[config.mk]
export PLATFORM = sky130hd
export DESIGN_NAME = rx_frame_sequencer
export DESIGN_NICKNAME = d
export VERILOG_FILES = /design/src/rtl/rx_seq_pkg.sv /design/src/rtl/rx_buf_allocator.sv /design/src/rtl/rx_frame_sequencer.sv
export SDC_FILE = /design/constraint.sdc
export NUM_CORES = 1
export LEC_CHECK = 0
export ABC_CLOCK_PERIOD_IN_PS = 4200
export BUFFER_PORTS_ARGS = -buffer_cell sky130_fd_sc_hd__buf_2
export CORE_MARGIN = 2
export CORE_UTILIZATION = 51
export DETAILED_ROUTE_END_ITERATION = 16
export PLACE_DENSITY = 0.9
export SYNTH_ARGS = -nofsm -noshare
export SYNTH_HDL_FRONTEND = slang
export SYNTH_SLANG_ARGS = --single-unit
[constraint.sdc]
create_clock -name clk -period 4.2 [get_ports clk]
set_input_delay 0.63 -clock clk [delete_from_list [all_inputs] [get_ports clk]]
set_output_delay 0.63 -clock clk [all_outputs]
set_load 0.01 [all_outputs]
[src/rtl/rx_seq_pkg.sv]
// rx_seq_pkg: shared constants, state encoding and helpers for the RX frame sequencer
package rx_seq_pkg;
  localparam int MAC_WIDTH   = 64;
  localparam int TKEEP_WIDTH = 8;
  localparam int NUM_BUFS    = 4;
  localparam int BUF_WORDS   = 192;
  localparam int BUF_IDX_W   = $clog2(NUM_BUFS);
  localparam int WORD_IDX_W  = $clog2(BUF_WORDS + 1);
  localparam int ADDR_W      = BUF_IDX_W + WORD_IDX_W;
  localparam int LEN_W       = $clog2(BUF_WORDS * TKEEP_WIDTH + 1);
  localparam int CNT_W       = 16;
  localparam int KEEP_LSB    = 0;
  typedef enum logic [1:0] {IDLE, RECV, DROP, COMMIT} state_t;
  function automatic logic [CNT_W-1:0] sat_inc(input logic [CNT_W-1:0] c);
    return &c ? c : c + 1'b1;
  endfunction
endpackage

[src/rtl/rx_buf_allocator.sv]
// rx_buf_allocator: busy bitmap of frame buffers with lowest-index-first allocation
//   alloc_i      marks the currently offered index busy
//   free_mask_i  one-hot (or multi-hot) set of indices returned to the pool
//   any_free_o   at least one buffer is free
//   alloc_idx_o  lowest free index, valid when any_free_o
module rx_buf_allocator #(
  parameter int NUM_BUFS = 4,
  parameter int BW = $clog2(NUM_BUFS)
) (
  input  logic                clk,
  input  logic                reset,
  input  logic                alloc_i,
  input  logic [NUM_BUFS-1:0] free_mask_i,
  output logic                any_free_o,
  output logic [BW-1:0]       alloc_idx_o
);
  logic [NUM_BUFS-1:0] busy_q;
  always_comb begin
    alloc_idx_o = '0;
    for (int i = NUM_BUFS - 1; i >= 0; i--) alloc_idx_o = busy_q[i] ? alloc_idx_o : BW'(i);
    any_free_o = ~&busy_q;
  end
  // allocation wins over a free of the same (already free) index
  always_ff @(posedge clk or posedge reset)
    if (reset) busy_q <= '0;
    else busy_q <= (busy_q & ~free_mask_i) | (alloc_i ? NUM_BUFS'(1) << alloc_idx_o : '0);
endmodule

[src/rtl/rx_frame_sequencer.sv]
// rx_frame_sequencer: moves RX FIFO words into pooled frame buffers and issues frame descriptors
//   RX_FIFO_pipe_read_data/ack/req  FIFO pop interface {last, data, keep}
//   buf_wr_en/addr/data             buffer RAM write port, addr = {buf, word}
//   desc_valid/buf/len, desc_ready  completed-frame descriptor handshake
//   free_valid/free_index           host returns a buffer to the pool
//   good/bad/oversize_count         saturating frame statistics
module rx_frame_sequencer #(
  parameter int MAC_WIDTH   = rx_seq_pkg::MAC_WIDTH,
  parameter int TKEEP_WIDTH = rx_seq_pkg::TKEEP_WIDTH,
  parameter int NUM_BUFS    = rx_seq_pkg::NUM_BUFS,
  parameter int BUF_WORDS   = rx_seq_pkg::BUF_WORDS
) (
  input  logic                                   clk,
  input  logic                                   reset,
  input  logic [MAC_WIDTH+TKEEP_WIDTH:0]         RX_FIFO_pipe_read_data,
  input  logic                                   RX_FIFO_pipe_read_ack,
  output logic                                   RX_FIFO_pipe_read_req,
  output logic                                   buf_wr_en,
  output logic [rx_seq_pkg::ADDR_W-1:0]          buf_wr_addr,
  output logic [MAC_WIDTH+TKEEP_WIDTH-1:0]       buf_wr_data,
  output logic                                   desc_valid,
  output logic [rx_seq_pkg::BUF_IDX_W-1:0]       desc_buf,
  output logic [rx_seq_pkg::LEN_W-1:0]           desc_len,
  input  logic                                   desc_ready,
  input  logic                                   free_valid,
  input  logic [rx_seq_pkg::BUF_IDX_W-1:0]       free_index,
  output logic [rx_seq_pkg::CNT_W-1:0]           good_count,
  output logic [rx_seq_pkg::CNT_W-1:0]           bad_count,
  output logic [rx_seq_pkg::CNT_W-1:0]           oversize_count
);
  import rx_seq_pkg::*;
  state_t state_q;
  logic [BUF_IDX_W-1:0] buf_q, cur_buf, alloc_idx;
  logic [WORD_IDX_W-1:0] word_q, cur_word;
  logic [TKEEP_WIDTH-1:0] keep;
  logic [LEN_W-1:0] pop, len;
  logic [NUM_BUFS-1:0] free_mask;
  logic xfer, last, bad, full, alloc, rel, any_free;
  rx_buf_allocator #(.NUM_BUFS(NUM_BUFS), .BW(BUF_IDX_W)) u_alloc (
    .clk(clk),
    .reset(reset),
    .alloc_i(alloc),
    .free_mask_i(free_mask),
    .any_free_o(any_free),
    .alloc_idx_o(alloc_idx)
  );
  always_comb begin
    last = RX_FIFO_pipe_read_data[MAC_WIDTH+TKEEP_WIDTH];
    keep = RX_FIFO_pipe_read_data[KEEP_LSB +: TKEEP_WIDTH];
    bad = last & ~|keep;
    full = state_q == RECV & word_q == WORD_IDX_W'(BUF_WORDS);
    RX_FIFO_pipe_read_req = ~reset & (state_q == IDLE ? any_free : state_q != COMMIT);
    xfer = RX_FIFO_pipe_read_req & RX_FIFO_pipe_read_ack;
    cur_buf = state_q == IDLE ? alloc_idx : buf_q;
    cur_word = state_q == IDLE ? '0 : word_q;
    buf_wr_en = xfer & (state_q == IDLE | state_q == RECV) & ~full;
    buf_wr_addr = {cur_buf, cur_word};
    buf_wr_data = RX_FIFO_pipe_read_data[MAC_WIDTH+TKEEP_WIDTH-1:0];
    // a single-word bad marker never claims a buffer
    alloc = xfer & state_q == IDLE & ~bad;
    rel = xfer & (full | (state_q == RECV & bad));
    pop = '0;
    for (int i = 0; i < TKEEP_WIDTH; i++) pop = pop + LEN_W'(keep[i]);
    len = LEN_W'(cur_word) * LEN_W'(TKEEP_WIDTH) + pop;
    free_mask = (free_valid ? NUM_BUFS'(1) << free_index : '0) | (rel ? NUM_BUFS'(1) << buf_q : '0);
  end
  always_ff @(posedge clk or posedge reset)
    if (reset) begin
      state_q <= IDLE;
      buf_q <= '0;
      word_q <= '0;
      desc_valid <= 1'b0;
      desc_buf <= '0;
      desc_len <= '0;
      good_count <= '0;
      bad_count <= '0;
      oversize_count <= '0;
    end else
      case (state_q)
        IDLE, RECV:
          if (xfer) begin
            buf_q <= cur_buf;
            word_q <= cur_word + 1'b1;
            if (full) begin
              oversize_count <= sat_inc(oversize_count);
              state_q <= last ? IDLE : DROP;
            end else if (!last) state_q <= RECV;
            else if (bad) begin
              bad_count <= sat_inc(bad_count);
              state_q <= IDLE;
            end else begin
              desc_valid <= 1'b1;
              desc_buf <= cur_buf;
              desc_len <= len;
              good_count <= sat_inc(good_count);
              state_q <= COMMIT;
            end
          end
        DROP: if (xfer & last) state_q <= IDLE;
        default:
          if (desc_ready) begin
            desc_valid <= 1'b0;
            state_q <= IDLE;
          end
      endcase
endmodule

# [Word level (Yosys, flattened, before mapping)]
# Cells that the tools add are included.
[word_totals] ff_bits=78 in_bits=80 output_inout_bits=146 elab_cells=100
[classes] n_addsub=12 eq_ne=9 shifts=3 n_mux=24 bitwise_logic=24 n_reduce_logical=18
[op_table] op="adder 16 x 1 -> 16 bit, second input constant" count=3
[op_table] op="AND reduction 16 bit" count=3
[op_table] op="2-to-1 mux 2 bit" count=12
[op_table] op="AND reduction 6 bit" count=3
[op_table] op="2-to-1 mux 4 bit" count=3
[op_table] op="!= test 2 bit, second input constant" count=6
[op_table] op="left shift 1 x 2 -> 4 bit, first input constant" count=3
[op_table] op="adder 11 x 8 -> 11 bit" count=1
[op_table] op="bitwise AND 1 bit" count=11
[op_table] op="adder 7 x 1 -> 8 bit" count=1
[op_table] op="adder 8 x 1 -> 8 bit, second input constant" count=1
[op_table] op="== test 8 bit, second input constant" count=1
[op_table] op="2-to-1 mux 8 bit" count=1
[op_table] op="OR 4 bit" count=2
[op_table] op="AND reduction 4 bit" count=2
[op_table] op="OR reduction 8 bit" count=1
[op_table] op="adder 6 x 1 -> 7 bit" count=1
[op_table] op="inverter 1 bit" count=7
[op_table] op="adder 5 x 1 -> 6 bit" count=1
[op_table] op="2-to-1 mux 1 bit" count=6
[op_table] op="adder 4 x 1 -> 5 bit" count=1
[op_table] op="AND reduction 5 bit" count=1
[op_table] op="adder 3 x 1 -> 4 bit" count=1
[op_table] op="bitwise AND 4 bit" count=1
[op_table] op="15 further kinds" count=17

# [Depth between registers and ports, before layout]
# Gate-level depths: netlist (run 1).
[logic_depth] ltp_word=11 mapped_depth=12 mapped_depth_nobuf=12

# [Hierarchy]
# A second synthesis (run 1) with hierarchy kept.
[unflattened] cells_unflattened=507 hier_area_um2=4788.3
[by_module_without_submodules] module="rx_frame_sequencer" n_inst=1 cells_each=486 area_per_inst_um2=4579.4 seq_area_each_um2=1851.8
[by_module_without_submodules] module="rx_buf_allocator" n_inst=1 cells_each=21 area_per_inst_um2=209.0 seq_area_each_um2=100.1

# [Worst setup path before layout (run 1)]
# OpenSTA, ideal clock, no wires.
[synth_path] path_kind="input -> register" from="in reset" to="reg u_alloc.busy_q[1]" arrival_time_ps=3752 path_slack_ps=365 stages=5 path_buffers=0 path_cell_list="inv_1 > o311ai_4 > or3b_2 > or3b_2 > o21ai_0"
[synth_between] elab_chain_len=9 elab_cells_between_ends=12 classes_between="mux (2); bitwise (10)"
[synth_rtl] element="start: declaration" line="rx_frame_sequencer.sv:14" source="input logic reset,"
[synth_rtl] element="inverter 1 bit *" line="rx_frame_sequencer.sv:52" source="RX_FIFO_pipe_read_req = ~reset & (state_q == IDLE ? any_free : state_q != COMMIT);"
[synth_rtl] element="bitwise AND 1 bit *" line="rx_frame_sequencer.sv:52"
[synth_rtl] element="bitwise AND 1 bit *" line="rx_frame_sequencer.sv:53" source="xfer = RX_FIFO_pipe_read_req & RX_FIFO_pipe_read_ack;"
[synth_rtl] element="bitwise AND 1 bit" line="rx_frame_sequencer.sv:61" source="rel = xfer & (full | (state_q == RECV & bad));"
[synth_rtl] element="2-to-1 mux 4 bit" line="rx_frame_sequencer.sv:65" source="free_mask = (free_valid ? NUM_BUFS'(1) << free_index : '0) | (rel ? NUM_BUFS'(1) << buf_q : '0);"
[synth_rtl] element="OR 4 bit" line="rx_frame_sequencer.sv:65"
[synth_rtl] element="inverter 4 bit" line="rx_buf_allocator.sv:26" source="else busy_q <= (busy_q & ~free_mask_i) | (alloc_i ? NUM_BUFS'(1) << alloc_idx_o : '0);"
[synth_rtl] element="bitwise AND 4 bit" line="rx_buf_allocator.sv:26"
[synth_rtl] element="OR 4 bit *" line="rx_buf_allocator.sv:26"
[synth_rtl] element="end signal: assignment" line="rx_buf_allocator.sv:26"
[synth_rtl] element="end: declaration" line="rx_buf_allocator.sv:17" source="logic [NUM_BUFS-1:0] busy_q;"
# Mark *: on every way between the ends. The rest lies on a longest branch, timed or not.
# A chain may end at the register's enable or synchronous reset.

# [Worst setup path in the final report (run 1)]
[layout_path] from="in RX_FIFO_pipe_read_data[0]" to="reg desc_len[6] (netlist bit)"
[layout_between] elab_chain_len=8 elab_cells_between_ends=13 classes_between="add/sub (8); bitwise (2); reduce/logical (3)"
[layout_rtl] element="start: declaration" line="rx_frame_sequencer.sv:15" source="input logic [MAC_WIDTH+TKEEP_WIDTH:0] RX_FIFO_pipe_read_data,"
[layout_rtl] element="adder 1 x 1 -> 2 bit" line="rx_frame_sequencer.sv:63" source="for (int i = 0; i < TKEEP_WIDTH; i++) pop = pop + LEN_W'(keep[i]);"
[layout_rtl] element="adder 2 x 1 -> 3 bit" line="rx_frame_sequencer.sv:63"
[layout_rtl] element="adder 3 x 1 -> 4 bit" line="rx_frame_sequencer.sv:63"
[layout_rtl] element="adder 4 x 1 -> 5 bit" line="rx_frame_sequencer.sv:63"
[layout_rtl] element="adder 5 x 1 -> 6 bit" line="rx_frame_sequencer.sv:63"
[layout_rtl] element="adder 6 x 1 -> 7 bit" line="rx_frame_sequencer.sv:63"
[layout_rtl] element="adder 7 x 1 -> 8 bit" line="rx_frame_sequencer.sv:63"
[layout_rtl] element="adder 11 x 8 -> 11 bit" line="rx_frame_sequencer.sv:64" source="len = LEN_W'(cur_word) * LEN_W'(TKEEP_WIDTH) + pop;"
[layout_rtl] element="end signal: assignment" line="rx_frame_sequencer.sv:94" source="desc_len <= len;"
[layout_rtl] element="end: declaration" line="rx_frame_sequencer.sv:23" source="output logic [rx_seq_pkg::LEN_W-1:0] desc_len,"
# Several ways; a longest one is shown, not always the timed one.

==> results of run 1 <==
cell usage in the layout (no fill, tap or decap), types with 4 or more instances in the layout:
| cell | netlist | final |
|---|---|---|
| clkbuf_8 | 0 | 10 |
| fa_1 | 4 | 4 |
| nor2_1 | 19 | 19 |
| buf_2 | 7 | 97 |
| nand3_1 | 30 | 30 |
| nand2_1 | 52 | 52 |
| ha_1 | 8 | 8 |
| dfrtp_1 | 78 | 78 |
| nor3_1 | 7 | 7 |
| o21ai_0 | 20 | 20 |
| xor2_1 | 9 | 9 |
| a21oi_1 | 10 | 10 |
| and3_1 | 12 | 12 |
| xnor2_1 | 43 | 43 |
| mux2_2 | 4 | 4 |
| inv_1 | 18 | 17 |
| and2_1 | 10 | 10 |
| o31ai_1 | 6 | 6 |
| nand4_1 | 21 | 21 |
Yosys cell counts, drive strengths merged, types with 2 or more instances:
master  number  area share (%)
a21boi       2            0.32
a21oi       10             1.1
and2        11             1.5
and3        12             1.6
and4         2            0.37
buf         82              13
clkbuf       6            0.48
dfrtp       78              41
fa           4             1.7
ha           8             2.1
inv         18             1.4
mux2         5             1.3
nand2       52             4.1
nand2b       3            0.40
nand3       30             3.2
nand3b       2            0.32
nand4       21             2.8
nor2        19             1.5
nor3        10             1.4
nor4         6             1.2
nor4bb       2            0.42
o211ai       2            0.32
o21a         2            0.32
o21ai       20             2.1
o311ai       3            0.93
o31ai        7             1.4
or3b         2            0.37
or4          2            0.32
xnor2       43             8.0
xor2         9             1.7
layout make-up:
class                   instances  area, µm²  share of cell area [%]
multi-input cells             308       2082                   41.99
flip-flops and latches         78       1952                   39.36
repair buffers                100      508.0                   10.24
well taps                     111      138.9                   2.801
clock buffers                  10      137.6                   2.776
clock inverters                 4      72.57                   1.464
inverters                      18      67.56                   1.363
state kept, by name (all words and copies together) (netlist names):
name and flops:
desc_len 11, word_q 8, u_alloc.busy_q 4, state_q 2, bad_count 16, desc_valid 1
good_count 16, desc_buf 2, buf_q 2, oversize_count 16
worst paths after layout:
kind / slack [ns] / cells after the start / startpoint / end
worst min-delay path: 0.48 / 2 / desc_len[3] / desc_len[3]
worst min register to register: 0.48 / 2 / desc_len[3] / desc_len[3]
min in group asynchronous: 0.64 / 3 / reset / buf_q[1]
max in group asynchronous: 2.90 / 3 / reset / oversize_count[4]
worst max-delay path: 0.82 / 12 / RX_FIFO_pipe_read_data[0] / desc_len[6]
worst max register to register: 1.20 / 4 / state_q[0] / oversize_count[1]
routing by layer:
metal	part of all wire (%)	wire [µm]
met1	41	4279
met4	3.0	306
met2	48	4934
met5	0	0
met3	8.2	847
worst min-delay path, cell delays in order (launching register included):
cell and delay, ns:
dfrtp_1 0.35, nand2_1 0.04, o21ai_0 0.06
kinds of logic (layout without fill, tap and decap cells):
kind of cell / count (synthesis) / count (layout) / share of synthesized area, %
buf+inv: 106 / 132 / 14.57
fa+ha+maj: 12 / 12 / 3.816
flops: 78 / 78 / 41.34
mux: 6 / 6 / 1.484
simple gates: 182 / 182 / 20.85
xor+xnor: 52 / 52 / 9.645
compound gates: 56 / 56 / 8.294
power breakdown:
group	internal (µW)	switching [µW]	total (µW)
Clock	343	264	607
Sequential	862	141	1000
Combinational	229	334	563
metrics by stage:
step / instances / setup WS [ns] / hold slack [ns]
5_1_grt: 629 / 0.6772 / 0.4930
3_5_place_dp: 615 / 0.4518 / 0.4694
4_1_cts: 629 / 0.8055 / 0.4901
3_3_place_gp: 615 / 0.5135 / 0.4569
6_report: 629 / 0.8208 / 0.4831
2_1_floorplan: 492 / 0.3653 / 0.4860
==> flow_metrics.tcl, run 1 <==
set metrics [dict create \
    status "complete, no violations" \
    wl_um 10370 \
    antenna_found_initial 0 \
    synth_flop_cell "dfrtp_1" \
    finalSetupViolCount 0 \
    num_vias 3552 \
    fillers 825 \
    critPathCaptureType "flop" \
    critical_path_arrival_ns 3.63 \
    post_drt_wl_per_cell_um 16.48 \
    setup-tns-final_ns 0 \
    ctsHoldBuffers 0 \
    drc 0 \
    area_delta_synth_final_pct 5.008 \
    finalCritPeriodShare_pct 80.46 \
    crit_path_cell_trace "buf_2 > fa_1 > inv_1 > fa_1 > fa_1 > inv_1 > ha_1 > fa_1 > and3_1 > nand4_1 > xor2_1 > o31ai_1" \
    power_density_nw_per_um2 438.3 \
    hold_class "reg -> reg" \
    dr.pass1.iters 4 \
    drv_slew 0 \
    yosys_warnings 0 \
    fin_crit_ns 3.379 \
    seq_area_frac_synth_pct 41.34 \
    synth_edf_count 0 \
    antenna_cells 0 \
    async_flop_share_pct 100.0 \
    worstPathMaxFanout 3 \
    ys_types 57 \
    numClockSinks 78 \
    start_util_pct 51.84 \
    grt_pass1_wl_um 17010 \
    finalPower_uw 2173 \
    peakVddDrop_mv 0.1727 \
    clkTransAtPathRegs_ns 0.08 \
    cts_made_buffers 9 \
    htreeDepth 3 \
    cp-start-kind "primary input" \
    drt_iter0_drc 250 \
    worst_skew_pair.late_latency_ns 0.35 \
    p_leak_uw 0.002382 \
    grt_pass1_vias 3472 \
    synthCells 492 \
    fin_area_um2 4959 \
    fin_skew_ns 0.009908 \
    die_w_um 100.2 \
    vias_per_cell 5.647 \
    final_layout_size_suffix_gt1_share_pct 25.68 \
    pin_count 226 \
    finish.utilization_pct 54.44 \
    routabilityCongestion 0.8857 \
    cts_buffer_depth 2 \
    grtUsageMet3_pct 7.660 \
    hold_viol 0 \
    die_h_um 100.2 \
    rows 35 \
    dpl_cell_area_um2 4748 \
    ant_nets 0 \
    cts_tree "built" \
    grt_max_degree 79 \
    grt.busiest_layer "met2" \
    path_delay_family "adder cells" \
    layout.nets 607 \
    fmax_mhz 295.9 \
    use_met2_pct 32.21 \
    dieArea_um2 10050 \
    drv_cap 0 \
    slowest_stage "fa_1" \
    worstMarginPinSlew_ns 1.110 \
    groute.usage.overall_pct 21.02 \
    criticalPathCategory "in -> reg" \
    use_met1_pct 27.04 \
    cp_slowest_stage_delay_ns 0.55 \
    overflow 0 \
    syn-num-nets 584 \
    dp_hpwl_um 7745 \
    post_cts_buffers 0 \
    netlist_area_um2 4722 \
    worstPathRequired_ns 4.45 \
    design.core.area_um2 9109 \
    grt_setup_unrepaired "no" \
    io_buffers 97 \
    slew_headroom_pct 26.00 \
    cts_resized 0 \
    path_common_cell "fa_1" \
    path_buf_inv 3 \
    root_buffer "clkbuf_8" \
    synth_seq_cells 78 \
    avgSynthCellArea_um2 9.598 \
]
(Power assumes the default switching activity.)
==> inputs of run 2 (changes only) <==
--- a/config.mk
+++ b/config.mk
@@ -5,12 +5,12 @@
 export SDC_FILE = /design/constraint.sdc
 export NUM_CORES = 1
 export LEC_CHECK = 0
-export ABC_CLOCK_PERIOD_IN_PS = 4200
+export ABC_CLOCK_PERIOD_IN_PS = 3200
 export BUFFER_PORTS_ARGS = -buffer_cell sky130_fd_sc_hd__buf_2
 export CORE_MARGIN = 2
-export CORE_UTILIZATION = 51
+export CORE_UTILIZATION = 47
 export DETAILED_ROUTE_END_ITERATION = 16
-export PLACE_DENSITY = 0.9
+export PLACE_DENSITY = 0.84
 export SYNTH_ARGS = -nofsm -noshare
 export SYNTH_HDL_FRONTEND = slang
 export SYNTH_SLANG_ARGS = --single-unit
==> constraint.sdc (replaced) <==
create_clock -name clk -period 3.2 [get_ports clk]
set_input_delay 0.48 -clock clk [delete_from_list [all_inputs] [get_ports clk]]
set_output_delay 0.48 -clock clk [all_outputs]
set_load 0.01 [all_outputs]
==> run 2 against run 1 <==
Compared with the run above: largest cell class unchanged; largest power group unchanged; worst hold slack lost 0.11 ns; combinational power grew 44%; critical path type unchanged; sequential cell count is the same; highest routed layer unchanged.
==> flow_metrics.tcl, run 2 (same netlist as run 1, synthesis figures left out) <==
set metrics [dict create \
    fin_ws_ns 0.07887 \
    die_h_um 104.2 \
    finalCritPeriodShare_pct 97.54 \
    routed.top_layer "met4" \
    stdcell_count 660 \
    r2r_cells 8 \
    crit_path_cell_trace "buf_2 > fa_1 > inv_1 > fa_1 > fa_1 > inv_1 > ha_2 > fa_2 > and3_1 > nand4_1 > buf_4 > xor2_1 > o31ai_1" \
    peakVddDrop_mv 0.1953 \
    path_buf_inv 4 \
    wl_um 10890 \
    ctsHoldBuffers 0 \
    fmax_mhz 320.4 \
    num_vias 3641 \
    r2r-start "state_q[1]" \
    path_common_cell "fa_1" \
    overflow 0 \
    rows 36 \
    post_drt_wl_per_cell_um 16.51 \
    wl_met2_um 5176 \
    cts_buffer_depth 2 \
    fin_skew_ns 0.009196 \
    numClockSinks 78 \
    drv_slew 0 \
    drc 0 \
    path_delay_family "adder cells" \
    dp_hpwl_um 8108 \
    hold_path_depth 2 \
    power_density_nw_per_um2 576.4 \
    criticalPathCategory "in -> reg" \
    fin_area_um2 5056 \
    min_from "desc_ready" \
    grt_max_degree 79 \
    hold_viol 0 \
    worstPathMaxFanout 3 \
    grt_setup_unrepaired "no" \
    dr.pass1.iters 4 \
    slowest_stage "fa_1" \
    cp-start-kind "primary input" \
    area_delta_synth_final_pct 7.075 \
    final_common_cell "buf_2" \
    r2r-end "desc_len[9]" \
    grt_pass1_vias 3567 \
    worstHoldEndpoint "desc_valid" \
    drt_iter0_drc 249 \
    dp_slack_ns -0.2926 \
    die_w_um 104.2 \
    dpl_cell_area_um2 4827 \
    r2r_slack_ns 0.91 \
    status "complete, no violations" \
    largestRegisters "bad_count x16, good_count x16, oversize_count x16" \
    worstPathRequired_ns 3.43 \
    fillers 913 \
    critPathCaptureType "flop" \
    final_cell_mix "buf_2, dfrtp_1, nand2_1" \
    htreeDepth 3 \
    vias_per_cell 5.517 \
    wl_met1_um 4468 \
    ant_nets 0 \
    cts_made_buffers 9 \
    groute.usage.overall_pct 20.13 \
    antenna_found_initial 0 \
    worstMarginPinSlew_ns 0.9926 \
    dr_wl_met3_um 1009 \
    critical_path_arrival_ns 3.35 \
    p_leak_uw 0.002408 \
    slew_headroom_pct 33.83 \
    start_util_pct 48.31 \
    grt_pass1_wl_um 17840 \
    design.core.area_um2 9774 \
    pin_count 226 \
    worst_skew_pair.late_latency_ns 0.35 \
    root_buffer "clkbuf_8" \
    routabilityCongestion 0.8134 \
    dieArea_um2 10860 \
    dp.cells 643 \
    fin_crit_ns 3.121 \
    antenna_cells 0 \
    final_layout_size_suffix_gt1_share_pct 27.13 \
    finalSetupViolCount 0 \
    cp_slowest_stage_delay_ns 0.53 \
    drv_cap 0 \
    clkTransAtPathRegs_ns 0.09 \
    cts_tree "built" \
    hold_class "in -> reg" \
    layout.nets 615 \
    io_buffers 97 \
]
==> run 2: cell types whose count changed in the layout (fill, tap and decap cells not counted) <==
cell,change
ha_2,+1
fa_2,+1
clkinvlp_4,+2
fa_1,-1
ha_1,-1
clkinv_2,-1
inv_6,+1
clkbuf_8,-1
clkbuf_1,+1
inv_2,-1
buf_4,+8
==> run 2: worst register-to-register path: cells and delay by family (launching register included) <==
family / cells / cell delay (ns)
AO/OA/AOI/OAI: 1 / 0.09
buffers and inverters: 1 / 0.23
adder cells (fa/ha/maj): 1 / 0.26
XOR/XNOR: 1 / 0.15
AND/OR/NAND/NOR: 4 / 0.89
flip-flops: 1 / 0.54
==> run 2: layout make-up <==
class	count	area [µm²]	area share, %
Tap cell	133	166.4	3.291
Inverter	18	71.32	1.411
Clock buffer	10	127.6	2.524
Clock inverter	5	83.83	1.658
Sequential cell	78	1952	38.60
Timing Repair Buffer	108	568.0	11.23
Multi-Input combinational cell	308	2087	41.28
==> run 2: repair_timing <==
item,4_1_cts,5_1_grt
gates resized for setup,0,1
buffers inserted,0,2
setup endpoints to repair,0,1
==> run 2: worst max path at each step <==
stage | start | end | slack [ns] | cells past startpoint
after floorplan | RX_FIFO_pipe_read_data[0] | desc_len[10] | 0.007 | 12
after global placement | RX_FIFO_pipe_read_data[0] | desc_len[8] | -0.23 | 13
after detailed placement | RX_FIFO_pipe_read_data[0] | desc_len[10] | -0.29 | 13
after CTS | RX_FIFO_pipe_read_data[0] | desc_len[10] | 0.09 | 13
after global routing | RX_FIFO_pipe_read_data[0] | desc_len[10] | 0.003 | 13
final | RX_FIFO_pipe_read_data[0] | desc_len[6] | 0.08 | 13
==> run 2: layer usage <==
layer  vias to the layer above  GRT usage (%)
met5                         -              0
met4                         0          8.301
met3                        33          6.078
met2                       155          32.85
met1                      1775          24.89
li1                       1678              -
==> run 2: through the flow <==
stage | hold slack [ns] | util (%) | TNS [ns] | power [µW]
2_1_floorplan | 0.4860 | - | 0 | 1883
5_1_grt | 0.3735 | 51.73 | 0 | 3096
3_5_place_dp | 0.4604 | 49.39 | -0.8590 | 2107
4_1_cts | 0.3459 | 51.55 | 0 | 2929
6_report | 0.3722 | 51.73 | 0 | 2914
3_3_place_gp | 0.4641 | 49.39 | -0.6606 | 2072
==> run 2: where the power goes <==
group          total (µW)  internal [µW]  switching [µW]
Sequential           1290           1130             161
Combinational         811            327             483
Clock                 812            438             373
Total                2910           1900            1020
